### src/rtl/seg_display_decoder.sv
// ----------------------------------------------------------------------------
// seg_display_decoder
//
// Watches a multiplexed 7-segment bus and turns it back into a binary number.
// Each digit strobe has to be stable for SETTLE cycles before its segment
// pattern is captured. Four captured slots make one frame. A frame's value is
// published only after MATCH_FRAMES consecutive identical error-free frames.
//
// Ports:
//   CLK           system clock, the only clock
//   RESET         synchronous, active-high reset
//   seg[7:0]      observed segments, active-low; [6:0]=g..a, [7]=dp
//   digit[3:0]    observed anodes, active-low one-hot; [0]=ones .. [3]=thousands
//   number        last published value (0..9999)
//   number_valid  one-cycle pulse when number is (re)published
//   locked        high while the published value is confirmed and the scan is alive
//   frame_err     one-cycle pulse when a completed frame held an undecodable digit
//   dp_mask[3:0]  decimal points of the last published frame (1 = lit)
// ----------------------------------------------------------------------------
module seg_display_decoder #(
  parameter int SETTLE       = 16,
  parameter int MATCH_FRAMES = 2,
  parameter int TIMEOUT      = 500000,
  parameter int NUM_W        = 14
) (
  input  logic             CLK,
  input  logic             RESET,
  input  logic [7:0]       seg,
  input  logic [3:0]       digit,
  output logic [NUM_W-1:0] number,
  output logic             number_valid,
  output logic             locked,
  output logic             frame_err,
  output logic [3:0]       dp_mask
);

  localparam int CNT_W = (SETTLE > 2) ? $clog2(SETTLE) : 1;
  localparam int MCH_W = $clog2(MATCH_FRAMES + 1);
  localparam int TO_W  = $clog2(TIMEOUT + 1);

  // The capture fires on the edge where the settle counter becomes SETTLE-1.
  localparam logic [CNT_W-1:0] SET_CAP   = CNT_W'(SETTLE - 2);
  localparam logic [CNT_W-1:0] SET_MAX   = CNT_W'(SETTLE - 1);
  localparam logic [MCH_W-1:0] MATCH_MAX = MCH_W'(MATCH_FRAMES);
  localparam logic [TO_W-1:0]  TO_HIT    = TO_W'(TIMEOUT - 1);

  typedef enum logic [1:0] {
    S_CAPTURE = 2'd0,
    S_CONVERT = 2'd1,
    S_COMPARE = 2'd2
  } state_t;

  // {error, digit}; blank decodes as 0 without error.
  function automatic logic [4:0] decode(input logic [6:0] s);
    logic [4:0] r;
    case (s)
      7'b1000000: r = 5'd0;
      7'b1111001: r = 5'd1;
      7'b0100100: r = 5'd2;
      7'b0110000: r = 5'd3;
      7'b0011001: r = 5'd4;
      7'b0010010: r = 5'd5;
      7'b0000010: r = 5'd6;
      7'b1111000: r = 5'd7;
      7'b0000000: r = 5'd8;
      7'b0010000: r = 5'd9;
      7'b1111111: r = 5'd0;
      default:    r = 5'b1_0000;
    endcase
    return r;
  endfunction

  state_t            r_state;
  state_t            w_state_next;

  logic [7:0]        r_seg_q;
  logic [3:0]        r_digit_q;
  logic [3:0]        r_digit_prev;
  logic [CNT_W-1:0]  r_settle_cnt;
  logic              r_captured;

  logic [3:0]        r_seen;
  logic              r_err;
  logic [3:0]        r_dig [4];
  logic [3:0]        r_dp;

  logic [3:0]        r_fdig [4];
  logic [3:0]        r_fdp;
  logic              r_ferr;
  logic [NUM_W-1:0]  r_value;

  logic [NUM_W-1:0]  r_ref_value;
  logic [3:0]        r_ref_dp;
  logic [MCH_W-1:0]  r_match;
  logic [TO_W-1:0]   r_to_cnt;

  logic [NUM_W-1:0]  r_number;
  logic              r_number_valid;
  logic              r_locked;
  logic              r_frame_err;
  logic [3:0]        r_dp_mask;

  logic              w_valid;
  logic [1:0]        w_slot;
  logic              w_stable;
  logic              w_cap;
  logic [4:0]        w_dec;
  logic [3:0]        w_cap_bit;
  logic [3:0]        w_seen_next;
  logic              w_err_next;
  logic [3:0]        w_dig_next [4];
  logic [3:0]        w_dp_next;
  logic              w_complete;
  logic              w_to_fire;
  logic [NUM_W-1:0]  w_value;
  logic              w_same;
  logic [MCH_W-1:0]  w_match_inc;
  logic [MCH_W-1:0]  w_match_new;
  logic              w_publish;

  // Only a single low anode selects a slot; blank and multi-low are ignored.
  always_comb begin
    w_valid = 1'b1;
    w_slot  = 2'd0;
    case (r_digit_q)
      4'b1110: w_slot = 2'd0;
      4'b1101: w_slot = 2'd1;
      4'b1011: w_slot = 2'd2;
      4'b0111: w_slot = 2'd3;
      default: w_valid = 1'b0;
    endcase
  end

  assign w_stable    = w_valid && (r_digit_q == r_digit_prev);
  assign w_cap       = w_stable && !r_captured && (r_settle_cnt == SET_CAP);
  assign w_dec       = decode(r_seg_q[6:0]);
  assign w_cap_bit   = w_cap ? (4'b0001 << w_slot) : 4'b0000;
  assign w_seen_next = r_seen | w_cap_bit;
  assign w_err_next  = r_err | (w_cap & w_dec[4]);

  // Completion looks at the post-capture mask so the final slot is included
  // in the snapshot taken on the same edge.
  assign w_complete  = (r_state == S_CAPTURE) && (w_seen_next == 4'b1111);
  assign w_to_fire   = (r_to_cnt == TO_HIT) && !w_complete;

  for (genvar gi = 0; gi < 4; gi++) begin : g_slot
    assign w_dig_next[gi] = w_cap_bit[gi] ? w_dec[3:0] : r_dig[gi];
    assign w_dp_next[gi]  = w_cap_bit[gi] ? ~r_seg_q[7] : r_dp[gi];
  end

  assign w_value = NUM_W'(r_fdig[3]) * NUM_W'(1000)
                 + NUM_W'(r_fdig[2]) * NUM_W'(100)
                 + NUM_W'(r_fdig[1]) * NUM_W'(10)
                 + NUM_W'(r_fdig[0]);

  assign w_same      = (r_value == r_ref_value) && (r_fdp == r_ref_dp);
  assign w_match_inc = (r_match == MATCH_MAX) ? r_match : r_match + MCH_W'(1);
  assign w_match_new = w_same ? w_match_inc : MCH_W'(1);
  // A differing frame that alone satisfies MATCH_FRAMES (=1) also publishes.
  assign w_publish   = (w_match_new == MATCH_MAX) && (!w_same || (r_match != MATCH_MAX));

  always_comb begin
    w_state_next = r_state;
    case (r_state)
      S_CAPTURE: if (w_complete) w_state_next = S_CONVERT;
      S_CONVERT: w_state_next = S_COMPARE;
      S_COMPARE: w_state_next = S_CAPTURE;
      default:   w_state_next = S_CAPTURE;
    endcase
  end

  always_ff @(posedge CLK) begin
    if (RESET) r_state <= S_CAPTURE;
    else       r_state <= w_state_next;
  end

  always_ff @(posedge CLK) begin
    if (RESET) begin
      r_seg_q        <= 8'hFF;
      r_digit_q      <= 4'hF;
      r_digit_prev   <= 4'hF;
      r_settle_cnt   <= '0;
      r_captured     <= 1'b0;
      r_seen         <= 4'b0000;
      r_err          <= 1'b0;
      r_dp           <= 4'b0000;
      r_fdp          <= 4'b0000;
      r_ferr         <= 1'b0;
      r_value        <= '0;
      r_ref_value    <= '0;
      r_ref_dp       <= 4'b0000;
      r_match        <= '0;
      r_to_cnt       <= '0;
      r_number       <= '0;
      r_number_valid <= 1'b0;
      r_locked       <= 1'b0;
      r_frame_err    <= 1'b0;
      r_dp_mask      <= 4'b0000;
      for (int i = 0; i < 4; i++) begin
        r_dig[i]  <= 4'd0;
        r_fdig[i] <= 4'd0;
      end
    end else begin
      r_seg_q        <= seg;
      r_digit_q      <= digit;
      r_digit_prev   <= r_digit_q;
      r_number_valid <= 1'b0;
      r_frame_err    <= 1'b0;

      if (!w_stable) begin
        r_settle_cnt <= '0;
        r_captured   <= 1'b0;
      end else begin
        if (r_settle_cnt != SET_MAX) r_settle_cnt <= r_settle_cnt + CNT_W'(1);
        if (w_cap) r_captured <= 1'b1;
      end

      r_dig <= w_dig_next;
      r_dp  <= w_dp_next;

      // The slot mask and error flag restart on completion so the next frame
      // accumulates while this one is converted and compared.
      if (w_complete || w_to_fire) begin
        r_seen <= 4'b0000;
        r_err  <= 1'b0;
      end else begin
        r_seen <= w_seen_next;
        r_err  <= w_err_next;
      end

      if (w_complete) begin
        r_fdig <= w_dig_next;
        r_fdp  <= w_dp_next;
        r_ferr <= w_err_next;
      end

      if (r_state == S_CONVERT) r_value <= w_value;

      if (r_state == S_COMPARE) begin
        if (r_ferr) begin
          r_frame_err <= 1'b1;
          r_match     <= '0;
          r_locked    <= 1'b0;
        end else begin
          r_match  <= w_match_new;
          r_locked <= (w_match_new == MATCH_MAX);
          if (!w_same) begin
            r_ref_value <= r_value;
            r_ref_dp    <= r_fdp;
          end
          if (w_publish) begin
            r_number       <= r_value;
            r_dp_mask      <= r_fdp;
            r_number_valid <= 1'b1;
          end
        end
      end

      if (w_complete || w_to_fire) r_to_cnt <= '0;
      else                         r_to_cnt <= r_to_cnt + TO_W'(1);

      // A dead scan overrides whatever the compare stage decided.
      if (w_to_fire) begin
        r_locked <= 1'b0;
        r_match  <= '0;
      end
    end
  end

  assign number       = r_number;
  assign number_valid = r_number_valid;
  assign locked       = r_locked;
  assign frame_err    = r_frame_err;
  assign dp_mask      = r_dp_mask;

endmodule

### config.mk
export PLATFORM = sky130hd
export DESIGN_NAME = seg_display_decoder
export DESIGN_NICKNAME = d
export VERILOG_FILES = /design/src/rtl/seg_display_decoder.sv
export SDC_FILE = /design/constraint.sdc
export NUM_CORES = 1
export LEC_CHECK = 0
export BUFFER_PORTS_ARGS = -buffer_cell sky130_fd_sc_hd__buf_2
export CORE_MARGIN = 2
export CORE_UTILIZATION = 60
export CTS_BUF_LIST = sky130_fd_sc_hd__clkbuf_8
export DETAILED_ROUTE_END_ITERATION = 12
export HOLD_SLACK_MARGIN = 0.05
export PLACE_DENSITY = 0.78
export SLEW_MARGIN = 15
export SYNTH_ARGS = -nofsm -noshare
export SYNTH_HDL_FRONTEND = slang
export SYNTH_SLANG_ARGS = --single-unit
export TNS_END_PERCENT = 5
### constraint.sdc
create_clock -name CLK -period 13.25 [get_ports CLK]
set_clock_uncertainty 0.2 [all_clocks]
set_input_delay 0.6625 -clock CLK [delete_from_list [all_inputs] [get_ports CLK]]
set_output_delay 0.6625 -clock CLK [all_outputs]
set_load 0.005 [all_outputs]
==> flow_summary.json, run 1 <==
{
  "drive_above_1_share": 0.115,
  "finalSetupTns_ns": 0,
  "fillers": 927,
  "grt_pass1_wl_um": 23200,
  "htree_levels": 4,
  "synth_edf_count": 0,
  "boundaryPins": 35,
  "ant_nets": 0,
  "period_minus_slack_ns": 4.56,
  "cts.clk_slew.worst_paths_ns": 0.09,
  "syn-cell-area_um2": 7260,
  "via_per_inst": 5.56,
  "cts_resized": 0,
  "worst_pin_slew_ns": 1.16,
  "cell_internal_pwr_mw": 0.654,
  "async_flop_share": 0,
  "wire_per_inst_um": 14.4,
  "num-nets-final": 871,
  "drtIter0Drc": 305,
  "power_mw": 0.845,
  "slew_violations": 0,
  "worstPathMaxFanout": 6,
  "die_h_um": 114,
  "power_frac_clock": 0.459,
  "criticalPathCategory": "flip-flop to flip-flop",
  "leakage_nw": 4.05,
  "clkSinkCount": 143,
  "cts_tree": "built",
  "rsz0062_at_grt": "no",
  "hold_violations": 0,
  "dieArea_um2": 13000,
  "port-buffer-count": 34,
  "fin_util": 0.667,
  "die_x_um": 114,
  "ys_types": 54,
  "cts_hold_buf": 0,
  "worst_slack_ns": 8.69,
  "end_kind": "flip-flop",
  "final_cells": 945,
  "post-route-period-util": 0.344,
  "status": "finished, final reports clean",
  "seq_area_frac_synth": 0.394,
  "dp.cells": 913,
  "rows": 40,
  "postCtsSetupBuffers": 0,
  "p_seq_frac": 0.517,
  "initial_core_util": 0.610,
  "cts.path.max_buffers": 2,
  "num_antenna_cells": 0,
  "power_density_nw_per_um2": 106,
  "p_switching_mw": 0.191,
  "min_path_type": "input pin to flip-flop",
  "synth_flop_cell": "dfxtp_1",
  "swShare": 0.226,
  "setup_viol": 0,
  "pre_cts_ws_ns": 8.75,
  "antenna_found_initial": 0,
  "clk_latency_ns": 0.45,
  "maxSlewHeadroom": 0.227,
  "core_area_um2": 11900,
  "cp.arrival_ns": 4.76,
  "avgSynthCellArea_um2": 9.54,
  "required_ns": 13.45,
  "grt_max_degree": 79,
  "syn_inst": 761,
  "vias": 5256,
  "ys_warn_count": 0,
  "max-vdd-ir-drop_mv": 0.0732,
  "grt_pass1_vias": 5139,
  "numCtsBuffers": 17,
  "first_pass_iters": 4,
  "maxCapViolCount": 0,
  "routabilityCongestion": 0.862,
  "wirelength_um": 13600,
  "start_kind": "flip-flop",
  "synth_fp_nets": 847,
  "synth_seq_cells": 143,
  "hpwl_um": 9820,
  "pwr-share-comb": 0.024,
  "drc": 0,
  "syn_to_final_growth_pct": 9.39,
  "fmax_ghz": 0.219,
  "root_buffer": "clkbuf_8",
  "grt_use_total": 0.222,
  "overflow": 0
}
-- worst paths after layout --
kind / start / endpoint / slack, ns / depth (start not counted)
worst max-delay path: r_fdig[2]$_SDFFE_PP0P_ / r_value[12]$_SDFFE_PP0N_ / 8.69 / 16
worst min-delay path: seg[1] / r_seg_q[1]$_SDFF_PP1_ / 0.19 / 2
worst max register to register: r_fdig[2]$_SDFFE_PP0P_ / r_value[12]$_SDFFE_PP0N_ / 8.69 / 16
worst min register to register: r_match[0]$_SDFFE_PP0P_ / r_match[0]$_SDFFE_PP0P_ / 0.27 / 2
-- area by class of cell --
type,instances,area (µm²),share of cell area
multi-input combinational,551,4120,0.519
sequential,143,2860,0.360
clock buffer,18,248,0.0312
clock inverter,14,204,0.0257
timing repair buffer,36,188,0.0236
tap,147,184,0.0232
inverter,36,135,0.0170
-- through the flow --
stage,area [µm²],hold slack [ns]
2_1_floorplan,7260,0.224
3_3_place_gp,7490,0.241
3_5_place_dp,7490,0.258
4_1_cts,7940,0.163
5_1_grt,7940,0.156
6_report,7940,0.187
-- flip-flops by register name, summed over array words and instances (netlist names), 8 cells and up --
name         cells
number          14
r_fdig          16
r_seg_q          8
r_value         14
r_dig           16
r_to_cnt        19
r_ref_value     14
-- cells in the mapped netlist, types with 16 or more instances --
| master | n | area, µm² |
|---|---|---|
| a21o_1 | 25 | 188 |
| a21oi_1 | 22 | 110 |
| clkbuf_1 | 20 | 75.1 |
| dfxtp_1 | 143 | 2860 |
| fa_1 | 17 | 340 |
| ha_1 | 55 | 688 |
| inv_1 | 36 | 135 |
| mux2i_1 | 57 | 571 |
| nand2_1 | 31 | 116 |
| nand3_1 | 18 | 90.1 |
| nor2_1 | 111 | 417 |
| nor3_1 | 16 | 80.1 |
| nor3b_1 | 17 | 128 |
| or2_2 | 17 | 106 |
| xnor2_1 | 26 | 228 |
| xor2_1 | 27 | 236 |
-- cell families after synthesis --
family,share of synthesized area
compound gates,0.0968
flops,0.394
xor+xnor,0.0639
buf+inv,0.0386
mux,0.0786
simple gates,0.186
fa+ha+maj,0.142
-- metal layers --
metal	up-vias	share of wire	global-route usage
met5	-	0	0
met4	0	0.019	0.0821
met3	24	0.030	0.0563
met2	98	0.49	0.377
met1	2459	0.46	0.273
li1	2675	-	-
-- cells in the final DEF, fill, tap and decap left out, types with 5 or more instances in the layout --
master,netlist,layout
buf_2,5,33
ha_1,55,55
a211oi_1,6,6
nor3b_1,17,17
fa_1,17,17
nand2b_1,5,5
nand3b_1,5,5
o21ai_0,13,12
nor4_1,8,8
dfxtp_1,143,143
nor2_1,111,111
xnor2_1,26,26
clkbuf_8,0,18
nor4b_1,5,5
or2_2,17,17
a21o_1,25,25
or3_1,5,5
xor2_1,27,27
a21oi_1,22,22
o31ai_1,6,6
nor3_1,16,16
nand3_1,18,18
mux2i_1,57,57
a31oi_1,6,6
nand2_1,31,31
inv_1,36,36
-- worst max-delay path: stages (launching register included) --
cell	delay (ns)
dfxtp_1	0.39
fa_1	0.65
inv_1	0.09
fa_1	0.50
inv_1	0.05
ha_1	0.34
and3_1	0.16
a221o_1	0.34
nor2_1	0.12
xnor2_1	0.14
ha_1	0.26
ha_1	0.38
a21o_1	0.20
a31oi_1	0.13
o21ai_0	0.13
nor4b_1	0.28
a211o_1	0.15
-- power by group through the flow --
stage	clock network (mW)	registers [mW]	logic, mW
floorplan	0	0.446	0.0168
global placement	0	0.447	0.0191
detailed placement	0	0.447	0.0199
CTS	0.394	0.437	0.0199
global route	0.414	0.438	0.0224
finish	0.388	0.437	0.0200
Note: power is estimated with default switching activity, not from simulation.
==> run 2, diff against run 1 <==
clock period = 4.2 ns   (was 13.25 ns; I/O delays follow)
==> flow_summary.json, run 2 (synthesis results as in run 1) <==
{
  "drive_above_1_share": 0.153,
  "rr_worst_depth": 15,
  "via_per_inst": 5.72,
  "wirelength_um": 15000,
  "final_cell_mix": "dfxtp_1 (140), nor2_1 (110), mux2i_1 (57)",
  "critPathBufInv": 1,
  "final_common_cell": "dfxtp_1",
  "overflow": 0,
  "stdcell_area_um2": 8300,
  "die_x_um": 114,
  "crit_slowest_cell": "fa_2",
  "post-route-period-util": 0.977,
  "drtIter0Drc": 330,
  "rows": 40,
  "num_antenna_cells": 0,
  "reg2reg_from": "r_fdig[3]$_SDFFE_PP0P_",
  "boundaryPins": 35,
  "port-buffer-count": 34,
  "initial_core_util": 0.610,
  "fin_util": 0.697,
  "status": "finished, final reports clean",
  "hold_violations": 0,
  "worstPathMaxFanout": 4,
  "dieArea_um2": 13000,
  "fillers": 885,
  "syn_to_final_growth_pct": 14.3,
  "max-vdd-ir-drop_mv": 0.198,
  "cp.arrival_ns": 4.30,
  "rrSetupSlack_ns": 0.1,
  "hold_end": "dp_mask[1]$_SDFFE_PP0P_",
  "clk_latency_ns": 0.45,
  "fmax_ghz": 0.244,
  "min_path_type": "input pin to flip-flop",
  "place_area_um2": 7570,
  "cts_tree": "built",
  "hpwl_um": 10400,
  "first_pass_iters": 5,
  "hold_depth": 2,
  "maxSlewHeadroom": 0.312,
  "htree_levels": 4,
  "numCtsBuffers": 17,
  "core_area_um2": 11900,
  "cts.clk_slew.worst_paths_ns": 0.08,
  "wire_per_inst_um": 15.5,
  "top_register": "r_to_cnt",
  "worst_pin_slew_ns": 1.03,
  "period_minus_slack_ns": 4.10,
  "clkSinkCount": 143,
  "routabilityCongestion": 0.880,
  "grt_max_degree": 86,
  "critPathMaxStageDelay_ns": 0.57,
  "antenna_found_initial": 0,
  "ant_nets": 0,
  "die_h_um": 114,
  "cts.path.max_buffers": 2,
  "end_kind": "flip-flop",
  "hold_path.startpoint": "RESET",
  "maxCapViolCount": 0,
  "slew_violations": 0,
  "required_ns": 4.40,
  "rsz0062_at_grt": "yes",
  "grt_use_total": 0.239,
  "path_cells": "fa_2 -> buf_4 -> fa_2 -> ha_4 -> and3_1 -> a221o_1 -> nor2_2 -> xnor2_1 -> ha_1 -> ha_4 -> a21o_1 -> a31oi_2 -> o21ai_2 -> nor4b_2 -> a211o_1",
  "largest_reg_flops": 19,
  "root_buffer": "clkbuf_8",
  "grt_pass1_wl_um": 24900,
  "vias": 5525,
  "worst_path_dominant_cell_family": "adder cells",
  "multi_input_comb_area_um2": 4290,
  "num-nets-final": 892,
  "leakage_nw": 4.14,
  "seq_area_um2": 2870,
  "power_density_nw_per_um2": 321,
  "grt_pass1_vias": 5432,
  "reg_top3": "r_to_cnt x19, r_dig x16, r_fdig x16",
  "criticalPathCategory": "flip-flop to flip-flop",
  "r2r-end": "r_value[12]$_SDFFE_PP0N_",
  "start_kind": "flip-flop",
  "setup_viol": 0,
  "drc": 0
}
==> run 2: layout make-up <==
type,count,share of cell area
Clock buffer,21,0.0348
Tap cell,147,0.0222
Clock inverter,11,0.0197
Timing Repair Buffer,57,0.0452
Multi-Input combinational cell,551,0.516
Inverter,36,0.0163
Sequential cell,143,0.346
==> run 2: worst max path at each step <==
stage                                      start                       end  depth (start not counted)
after floorplan           r_fdig[3]$_SDFFE_PP0P_  r_value[11]$_SDFFE_PP0N_                         16
after CTS                 r_fdig[3]$_SDFFE_PP0P_  r_value[12]$_SDFFE_PP0N_                         16
after global routing      r_fdig[1]$_SDFFE_PP0P_   r_value[9]$_SDFFE_PP0N_                         14
after global placement    r_fdig[3]$_SDFFE_PP0P_  r_value[12]$_SDFFE_PP0N_                         15
after detailed placement  r_fdig[3]$_SDFFE_PP0P_  r_value[12]$_SDFFE_PP0N_                         15
final                     r_fdig[3]$_SDFFE_PP0P_  r_value[12]$_SDFFE_PP0N_                         15
==> run 2: what timing repair did <==
item,in CTS,in global routing
endpoints found under the setup margin,4,6
pin swaps,1,11
hold buffers,12,0
setup buffers,0,1
resized for setup,8,20
hold endpoints to repair,12,0
gates cloned,0,0
==> run 2: metal layers <==
metal | routed length (µm) | global-route usage
met5 | 0 | 0
met4 | 358 | 0.0927
met3 | 530 | 0.0569
met2 | 7590 | 0.417
met1 | 6500 | 0.285
==> run 2: through the flow <==
stage | std cells | setup TNS [ns] | setup WS, ns | hold slack (ns) | power (mW)
final | 966 | 0 | 0.0983 | 0.127 | 2.67
after global placement | 921 | 0 | 0.0236 | 0.192 | 1.47
after floorplan | 761 | 0 | 0.0210 | 0.114 | 1.46
after CTS | 965 | 0 | 0.0152 | 0.123 | 2.68
after detailed placement | 921 | -0.352 | -0.149 | 0.194 | 1.47
after global routing | 966 | -0.171 | -0.0640 | 0.155 | 2.75
==> run 2: report_power, final <==
| part | switching [mW] | internal, mW | leakage, nW |
|---|---|---|---|
| Clock | 0.508 | 0.706 | 0.232 |
| Combinational | 0.0407 | 0.0312 | 2.75 |
| Sequential | 0.0145 | 1.36 | 1.16 |
